## src/rtl/eight_pd_pkg.sv

```systemverilog
// Shared definitions for the eight-output pulse decoder: state encoding,
// code/line sizing and the code-to-one-hot decode.
package eight_pd_pkg;

    localparam int CODE_W = 3;
    localparam int LINES  = 8;

    localparam logic [1:0] IDLE = 2'd0;
    localparam logic [1:0] HOLD = 2'd1;
    localparam logic [1:0] GAP  = 2'd2;

    function automatic logic [LINES-1:0] onehot8(input logic [CODE_W-1:0] code);
        onehot8       = '0;
        onehot8[code] = 1'b1;
    endfunction

endpackage

```

## src/rtl/pd_hold_timer.sv

```systemverilog
// Loadable down-counter; done is high while the count sits at zero.
module pd_hold_timer #(
    parameter int W = 2
) (
    input  logic         clk,
    input  logic         rst,
    input  logic         load,
    input  logic [W-1:0] load_val,
    output logic         done
);

    logic [W-1:0] cnt;

    always_ff @(posedge clk) begin
        if (rst) begin
            cnt <= '0;
        end else if (load) begin
            cnt <= load_val;
        end else if (cnt != '0) begin
            cnt <= cnt - W'(1);
        end
    end

    assign done = (cnt == '0);

endmodule

```

## src/rtl/eight_output_pulse_decoder.sv

```systemverilog
// Turns valid+code requests into fixed-width one-hot strobes separated by a
// gap, with a single priority-resolved pending slot for codes arriving while busy.
module eight_output_pulse_decoder
    import eight_pd_pkg::*;
#(
    parameter int HOLD_CYCLES = 4,
    parameter int GAP_CYCLES  = 1,
    parameter int CNT_W       = 8
) (
    input  logic              clk,
    input  logic              rst,
    input  logic              in_valid,
    input  logic [2:0]        in_code,
    output logic [7:0]        out,
    output logic              busy,
    output logic              pend_valid,
    output logic              drop,
    output logic [CNT_W-1:0]  pulse_count
);

    localparam int MAXC = (HOLD_CYCLES > GAP_CYCLES) ? HOLD_CYCLES : GAP_CYCLES;
    localparam int TW   = ($clog2(MAXC) < 1) ? 1 : $clog2(MAXC);
    localparam logic [TW-1:0] HOLD_LD = TW'(HOLD_CYCLES - 1);
    localparam logic [TW-1:0] GAP_LD  = TW'((GAP_CYCLES > 0) ? GAP_CYCLES - 1 : 0);

    logic [1:0]        state, state_n;
    logic [7:0]        out_n;
    logic              pend_valid_n, drop_n;
    logic [2:0]        pend_code, pend_code_n;
    logic [CNT_W-1:0]  count_n;
    logic              load;
    logic [TW-1:0]     load_val;
    logic              done;
    logic              finish_gap;
    logic              capture;

    pd_hold_timer #(.W(TW)) u_timer (
        .clk      (clk),
        .rst      (rst),
        .load     (load),
        .load_val (load_val),
        .done     (done)
    );

    always_comb begin
        state_n      = state;
        out_n        = out;
        pend_valid_n = pend_valid;
        pend_code_n  = pend_code;
        drop_n       = 1'b0;
        count_n      = pulse_count;
        load         = 1'b0;
        load_val     = HOLD_LD;
        finish_gap   = 1'b0;

        case (state)
            IDLE: begin
                if (in_valid) begin
                    state_n = HOLD;
                    out_n   = onehot8(in_code);
                    load    = 1'b1;
                end
            end
            HOLD: begin
                if (done) begin
                    count_n = pulse_count + CNT_W'(1);
                    if (GAP_CYCLES > 0) begin
                        state_n  = GAP;
                        out_n    = '0;
                        load     = 1'b1;
                        load_val = GAP_LD;
                    end else begin
                        finish_gap = 1'b1;
                    end
                end
            end
            GAP: begin
                if (done) finish_gap = 1'b1;
            end
            default: begin
                state_n = IDLE;
                out_n   = '0;
            end
        endcase

        // On the final gap cycle the pending slot drains first; an incoming
        // code then refills the slot unconditionally instead of competing.
        if (finish_gap) begin
            if (pend_valid) begin
                state_n      = HOLD;
                out_n        = onehot8(pend_code);
                load         = 1'b1;
                load_val     = HOLD_LD;
                pend_valid_n = in_valid;
                if (in_valid) pend_code_n = in_code;
            end else if (in_valid) begin
                state_n  = HOLD;
                out_n    = onehot8(in_code);
                load     = 1'b1;
                load_val = HOLD_LD;
            end else begin
                state_n = IDLE;
                out_n   = '0;
            end
        end

        capture = (state == HOLD || state == GAP) && !finish_gap;
        if (capture && in_valid) begin
            if (!pend_valid) begin
                pend_valid_n = 1'b1;
                pend_code_n  = in_code;
            end else if (in_code > pend_code) begin
                pend_code_n = in_code;
                drop_n      = 1'b1;
            end else if (in_code < pend_code) begin
                drop_n = 1'b1;
            end
        end
    end

    always_ff @(posedge clk) begin
        if (rst) begin
            state       <= IDLE;
            out         <= '0;
            busy        <= 1'b0;
            pend_valid  <= 1'b0;
            pend_code   <= '0;
            drop        <= 1'b0;
            pulse_count <= '0;
        end else begin
            state       <= state_n;
            out         <= out_n;
            busy        <= (state_n == HOLD) || (state_n == GAP);
            pend_valid  <= pend_valid_n;
            pend_code   <= pend_code_n;
            drop        <= drop_n;
            pulse_count <= count_n;
        end
    end

endmodule

```

## config.mk

```make
export PLATFORM = sky130hd
export DESIGN_NAME = eight_output_pulse_decoder
export DESIGN_NICKNAME = d
export VERILOG_FILES = /design/src/rtl/eight_pd_pkg.sv /design/src/rtl/pd_hold_timer.sv /design/src/rtl/eight_output_pulse_decoder.sv
export SDC_FILE = /design/constraint.sdc
export NUM_CORES = 1
export LEC_CHECK = 0
export CAP_MARGIN = 20
export CELL_PAD_IN_SITES_DETAIL_PLACEMENT = 0
export CELL_PAD_IN_SITES_GLOBAL_PLACEMENT = 1
export CORE_MARGIN = 3
export CORE_UTILIZATION = 42
export CTS_CLUSTER_DIAMETER = 60
export CTS_CLUSTER_SIZE = 25
export DETAILED_ROUTE_END_ITERATION = 12
export GPL_TIMING_DRIVEN = 0
export PLACE_DENSITY = 0.9
export SYNTH_ARGS = -nofsm -noshare
export SYNTH_HDL_FRONTEND = slang
export SYNTH_HIERARCHICAL = 1
export SYNTH_SLANG_ARGS = --single-unit
export TNS_END_PERCENT = 20
```

## constraint.sdc

```tcl
create_clock -name clk -period 4.4 [get_ports clk]
set_input_delay 0.88 -clock clk [delete_from_list [all_inputs] [get_ports clk]]
set_output_delay 0.88 -clock clk [all_outputs]
set_load 0.03 [all_outputs]
```

* Yosys cells after proc, flatten, opt, wreduce, memory -nomap -nowiden
Index checks and enable logic that the tools add are counted.
Storage, ports and cells: flip-flop bits (word level) 26, input bits 6
Operators by class: $add $sub $neg 2, $lt $le $gt $ge 6, equal/unequal tests 7, mux-type cells 42, bitwise gates (word level) 2, reductions and logical operators 14
Operators with widths (count):
- $mux 8 | 5
- $pmux 8 s3 | 1
- $mux 2 | 10
- $mux 3 | 6
- $mux 1 | 16
- $add 8x1->8 const B | 1
- $lt 3x4->1 const B | 2
- $demux 1 s3 | 2
- $ge 3x1->1 const B | 2
- $ne 3x3->1 const B | 2
- $pmux 2 s3 | 1
- $eq 2x1->1 const B | 2
- $eq 2x2->1 const B | 2
- $logic_and 1x1->1 | 4
- $logic_not 2->1 | 2
- $reduce_bool 2->1 | 2
- $gt 3x3->1 | 1
- $lt 3x3->1 | 1
- $reduce_and 3->1 | 1
- $reduce_or 3->1 | 1
- $logic_or 1x1->1 | 2
- $ne 2x2->1 const B | 1
- $not 1->1 | 2
- $pmux 1 s2 | 1
- other kinds (3) | 3

* Logic depth before layout (Yosys ltp)
Gate-level depths: netlist of run 1.
word-level depth 8, depth in mapped cells 8, depth with buffers taken out 7

* Hierarchy
Netlist of run 1, hierarchy kept.
Modules (own cells, without submodules):
- eight_output_pulse_decoder | instances 1, cells an instance 166, area each 1355.0 µm²
- pd_hold_timer | instances 1, cells an instance 12, area each 121.4 µm²

* Worst setup path before layout of run 1
OpenSTA, ideal clock, no wires.
path type in2reg, start input in_code[2], end register pend_code[0], arrival time 2.003 ns, required time 4.260 ns, setup slack 2.257 ns, stages 5, cell sequence ha_1 or2_2 a21boi_0 or4_1 o211ai_1
Between the ends: longest elaborated chain between the ends 4
RTL lines:
- from (decl) | RTL line eight_output_pulse_decoder.sv:13 | input logic [2:0] in_code,
- $gt 3x3->1 | RTL line eight_output_pulse_decoder.sv:112 | end else if (in_code > pend_code) begin
- $mux 3 | RTL line eight_output_pulse_decoder.sv:112
- $mux 3 | RTL line eight_output_pulse_decoder.sv:109 | if (!pend_valid) begin
- $mux 3 | RTL line eight_output_pulse_decoder.sv:108 | if (capture && in_valid) begin
- to (signal assigned) | RTL line eight_output_pulse_decoder.sv:135 | pend_code <= pend_code_n;
- to (decl) | RTL line eight_output_pulse_decoder.sv:29 | logic [2:0] pend_code, pend_code_n;
No other way between the ends. A chain may end at the register's enable or synchronous reset.

* Worst setup path after layout of run 1
start input in_code[2], end register pend_code[2]
Between the ends: longest elaborated chain between the ends 6, elaborated cells on any way between the ends 7, those cells by class order compare: 1; mux: 6
RTL lines:
- $mux 3 | RTL line eight_output_pulse_decoder.sv:95 | if (in_valid) pend_code_n = in_code;
- $mux 3 | RTL line eight_output_pulse_decoder.sv:89 | if (pend_valid) begin
- $mux 3 | RTL line eight_output_pulse_decoder.sv:88 | if (finish_gap) begin
- $mux 3 | RTL line eight_output_pulse_decoder.sv:112
- $mux 3 | RTL line eight_output_pulse_decoder.sv:109
- $mux 3 * | RTL line eight_output_pulse_decoder.sv:108
Every way passes the cells marked *; elsewhere a longest branch is shown, timed or not.

==> results of run 1 <==
[metal layers]
| metal | global-route usage | vias up | part of all wire |
|---|---|---|---|
| met3 | 0.0376 | 2 | 0.035 |
| li1 | - | 694 | - |
| met2 | 0.290 | 26 | 0.49 |
| met4 | 0.0337 | 0 | 0.0065 |
| met1 | 0.204 | 651 | 0.46 |
| met5 | 0 | - | 0 |
[layout by cell type, fill, tap and decap left out, types with 4 or more instances in the layout]
master	Yosys	routed
nor2_1	27	27
xor2_1	4	4
ha_1	5	5
buf_4	5	5
a211oi_1	8	8
dfxtp_1	26	26
o22ai_1	7	7
inv_1	7	7
nand2_1	7	7
a21oi_1	15	15
clkdlybuf4s50_1	0	23
nand2b_1	10	10
[area by class of cell]
type | count | area share
multi-input cells | 135 | 0.485
flip-flops and latches | 26 | 0.292
repair buffers | 23 | 0.129
plain buffers | 10 | 0.0365
well taps | 44 | 0.0309
inverters | 7 | 0.0147
clock buffers | 3 | 0.0126
[through the flow]
step	utilization	std cells	setup WS, ns	power, mW
after floorplan	-	178	2.26	0.601
after global placement	0.550	245	1.57	0.703
after detailed placement	0.550	245	1.43	0.722
after CTS	0.557	248	1.80	0.821
after global routing	0.557	248	1.63	0.876
final	0.557	248	1.79	0.812
[worst min path at each step]
stage	cells past startpoint	startpoint	to	slack, ns
final	2	out[5]	out[5]	0.51
after global routing	2	out[2]	out[2]	0.54
after CTS	2	out[5]	out[5]	0.51
after detailed placement	2	out[5]	out[5]	0.50
after global placement	2	pulse_count[1]	pulse_count[1]	0.48
after floorplan	2	state[1]	state[0]	0.55
[flip-flops by register name (all words and copies together) (netlist names)]
name and count:
u_timer/cnt 2, pend_code 3, state 2, pulse_count 8, pend_valid 1, busy 1, out 8, drop 1
[cell families (layout without fill, tap and decap cells)]
logic type      Yosys count  count (layout)  share of synthesized area
simple gates             75              75                      0.279
fa+ha+maj                 5               5                     0.0424
xor+xnor                  7               7                     0.0415
mux                       1               1                    0.00678
compound gates           47              47                      0.216
flops                    26              26                      0.353
buf+inv                  17              43                     0.0619
[power groups by stage]
stage | logic, mW | registers [mW] | clock network [mW]
2_1_floorplan | 0.225 | 0.376 | 0
3_3_place_gp | 0.388 | 0.314 | 0
3_5_place_dp | 0.404 | 0.318 | 0
4_1_cts | 0.405 | 0.312 | 0.103
5_1_grt | 0.444 | 0.319 | 0.113
6_report | 0.403 | 0.312 | 0.0974
[tightest hold or removal path, cell delays in order (launching register included)]
cell and delay [ns]:
dfxtp_1 0.33, nor2_1 0.09, a211oi_1 0.05
==> results_dict.tcl, run 1 <==
set metrics [dict create \
    powerDensity_nw_per_um2 455 \
    ir_drop_mv 0.322 \
    status "finished, final reports clean" \
    power.share.sequential 0.384 \
    seqCellArea_um2 520 \
    drtAntennaViolNets 0 \
    reg2reg_to "pend_code[2]" \
    drt_wl_total_um 3240 \
    cp_top_family "compound AO/OA/AOI/OAI gates" \
    layout-drive-gt1-share 0.0931 \
    core_area_um2 3200 \
    slew_viol_final 0 \
    dpl-instance-area_um2 1760 \
    area_growth_pct 20.8 \
    ys_types 39 \
    required_ns 4.65 \
    overflow 0 \
    multiInputGateArea_um2 865 \
    die_h_um 65.3 \
    cap_viol_max_count 0 \
    crit_buf_inv 1 \
    clockPowerShare 0.120 \
    insertion_delay_ns 0.32 \
    switching_share 0.405 \
    reg2reg_depth 6 \
    hold_class "reg -> reg" \
    cts.repair.resized 0 \
    syn_area_per_cell_um2 8.29 \
    cp.arrival_ns 2.86 \
    tightest_slew_ns 0.574 \
    synth.most_common_cell "nor2_1" \
    setup_violations 0 \
    grt_usage 0.164 \
    power_leakage_nw 0.635 \
    r2r_start "pend_code[2]" \
    crit_slowest_cell "clkdlybuf4s50_1" \
    synthTopCellsByArea "dfxtp_1 35%, nor2_1 6.9%, a21oi_1 5.1%" \
    crit_type "in -> reg" \
    crit_cells 6 \
    crit_end "pend_code[2]" \
    path_max_fanout 6 \
    whs_ns 0.506 \
    io_pins 25 \
    finalSetupTns_ns 0 \
    grt_max_degree 14 \
    rrSetupSlack_ns 2.49 \
    synth_warnings 6 \
    numCtsBuffers 3 \
    slew_headroom 0.614 \
    ctsHoldBuffers 0 \
    intPower_mw 0.483 \
    startpoint_type "input port" \
    num_rows 20 \
    synth_fp_nets 189 \
    layout_min_cycle_time_ns 2.61 \
    grt_pass1_wl_um 5660 \
    fin_nets 217 \
    antenna_found_initial 0 \
    num-fill-cells 338 \
    synth_ff_type "dfxtp_1" \
    cts_root_buf "clkbuf_4" \
    hold_violations 0 \
    drt_iter0_drc 39 \
    post_cts_buffers 0 \
    worstSetupEndpointType "register" \
    synthesis.area_um2 1480 \
    switchingPower_mw 0.329 \
    startpoint "in_code[2]" \
    synth_seq_area_share 0.353 \
    period_share 0.593 \
    firstDrtPassIters 5 \
    dpl.hpwl_um 2580 \
    fin_worst_skew_ns 0.0114 \
    yosysTopAreaCell "dfxtp_1" \
    combPwrFrac 0.496 \
    initial_core_util 0.461 \
    die-area_um2 4260 \
    max_clock_freq_mhz 383 \
    chipWidth_um 65.3 \
    cts_tree "built" \
    htree_levels 1 \
    vias 1373 \
    ys_ff_latch 26 \
    synth_cells 178 \
    path_clk_slew_ns 0.13 \
    yosys-top-cells-count "27 x nor2_1, 26 x dfxtp_1, 15 x a21oi_1, 10 x nand2b_1, 8 x a211oi_1" \
    drc 0 \
    diodes 0 \
    via_per_inst 5.54 \
    synth_top_area_share 0.353 \
    cts.sinks 26 \
    synthArstFlopShare 0 \
    gp_congestion 0.818 \
    critPathMaxStageDelay_ns 0.50 \
    io_buffers 23 \
    cts_buffer_depth 2 \
    synth_edf_count 0 \
    rsz0062_at_grt "no" \
    wl_per_cell_um 13.1 \
    cp_cell_sequence "clkdlybuf4s50_1 -> ha_1 -> or2_2 -> a21boi_0 -> o311ai_0 -> o211ai_1" \
    design_area_um2 1780 \
    grt_pass1_vias 1300 \
]
Power figures use the tool's default switching activity.
==> inputs of run 2 (changes only) <==
CORE_UTILIZATION = 35   (was 42)
PLACE_DENSITY = 0.81   (was 0.9)
clock period = 2.39 ns   (was 4.4 ns; I/O delays follow)
==> results_dict.tcl, run 2 (synthesis results as in run 1) <==
set metrics [dict create \
    ctsHoldBuffers 0 \
    cp.arrival_ns 2.41 \
    cts.repair.resized 0 \
    period_share 0.924 \
    power.share.sequential 0.358 \
    via_per_inst 5.39 \
    setup_violations 0 \
    grt_max_degree 15 \
    drt_wl_total_um 3480 \
    htree_levels 1 \
    path_clk_slew_ns 0.09 \
    slew_headroom 0.656 \
    fin_nets 217 \
    cp_cell_sequence "clkdlybuf4s50_1 -> ha_1 -> or2_2 -> a21boi_0 -> o311ai_0 -> o211ai_1" \
    drc 0 \
    chipWidth_um 71.0 \
    clockPowerShare 0.178 \
    cap_viol_max_count 0 \
    mostFrequentLayoutCell "nor2_1" \
    numCtsBuffers 3 \
    wl_per_cell_um 13.7 \
    max_clock_freq_mhz 453 \
    hold_violations 0 \
    grt_pass1_wl_um 5780 \
    vias 1363 \
    rsz0062_at_grt "no" \
    io_buffers 23 \
    io_pins 25 \
    num_rows 22 \
    power_leakage_nw 0.650 \
    hold_class "reg -> reg" \
    layout_common_cells "27 x nor2_1, 26 x dfxtp_1, 23 x clkdlybuf4s50_1, 15 x a21oi_1, 10 x nand2b_1" \
    layout_min_cycle_time_ns 2.21 \
    whs_ns 0.503 \
    grt_pass1_vias 1299 \
    firstDrtPassIters 4 \
    cts_buffer_depth 2 \
    slew_viol_final 0 \
    intPower_mw 0.977 \
    area_growth_pct 23.4 \
    crit_buf_inv 1 \
    required_ns 2.59 \
    core_area_um2 3850 \
    antenna_found_initial 0 \
    initial_core_util 0.383 \
    worstSetupEndpointType "register" \
    cp_top_family "compound AO/OA/AOI/OAI gates" \
    drtAntennaViolNets 0 \
    ir_drop_mv 0.445 \
    path_max_fanout 6 \
    critPathMaxStageDelay_ns 0.50 \
    cts.sinks 26 \
    cts_root_buf "clkbuf_8" \
    dpl.hpwl_um 2580 \
    status "finished, final reports clean" \
    insertion_delay_ns 0.27 \
    diodes 0 \
    startpoint_type "input port" \
    crit_slowest_cell "clkdlybuf4s50_1" \
    cts_tree "built" \
    powerDensity_nw_per_um2 882 \
    grt_usage 0.139 \
    die_h_um 71.0 \
    layout-drive-gt1-share 0.0976 \
    drt_iter0_drc 31 \
    crit_type "in -> reg" \
    combPwrFrac 0.464 \
    setup_slack_ns 0.181 \
    reg_top3 "out: 8 flops, pulse_count: 8 flops, pend_code: 3 flops" \
    post_cts_buffers 0 \
    switchingPower_mw 0.629 \
    overflow 0 \
    gp_congestion 0.881 \
    dp_slack_ns -0.104 \
    die-area_um2 5030 \
    tightest_slew_ns 0.512 \
    switching_share 0.392 \
    fin_worst_skew_ns 0.00295 \
]
-- run 2: cell count changes in the layout (fill, tap and decap cells not counted), sizes merged --
cell,delta
clkbuf,+1
-- run 2: area by class of cell --
class | count | area, um^2
Multi-Input combinational cell | 135 | 865
Clock buffer | 4 | 55.1
Inverter | 7 | 26.3
Timing Repair Buffer | 23 | 230
Tap cell | 48 | 60.1
Sequential cell | 26 | 520
Buffer | 10 | 65.1
Fill cell | 377 | 2030
-- run 2: routing by layer --
| metal | vias up | track usage | share of wire |
|---|---|---|---|
| met5 | - | 0 | 0 |
| met4 | 0 | 0.0334 | 0.0098 |
| met3 | 4 | 0.0355 | 0.036 |
| met2 | 29 | 0.244 | 0.47 |
| met1 | 633 | 0.170 | 0.48 |
| li1 | 697 | - | - |
-- run 2: through the flow --
step	util	power [mW]	TNS [ns]	instances	instance area (um^2)
floorplan	-	1.11	0	178	1480
global placement	0.458	1.30	-0.0999	249	1770
detailed placement	0.458	1.33	-0.276	249	1770
CTS	0.473	1.63	0	253	1820
global route	0.473	1.71	0	253	1820
finish	0.473	1.61	0	253	1820
-- run 2: worst min-delay path: cells and delay by family, from the launching register on --
| family | cells | cell delay [ns] |
|---|---|---|
| AOI/OAI and AO/OA | 1 | 0.05 |
| and+or+nand+nor | 1 | 0.09 |
| DFF | 1 | 0.32 |
-- run 2: power groups by stage --
stage               Sequential (mW)  Combinational, mW  Clock, mW
floorplan                     0.693              0.414          0
detailed placement            0.587              0.746          0
global placement              0.580              0.719          0
CTS                           0.577              0.748      0.301
global route                  0.588              0.809      0.316
finish                        0.575              0.745      0.285
-- run 2: worst paths after layout --
path	start	cells after the start	slack, ns	end
worst max-delay path	in_code[2]	6	0.18	pend_code[2]
worst min-delay path	out[6]	2	0.50	out[6]
worst max register to register	u_timer/cnt[0]	7	0.47	out[1]
worst min register to register	out[6]	2	0.50	out[6]
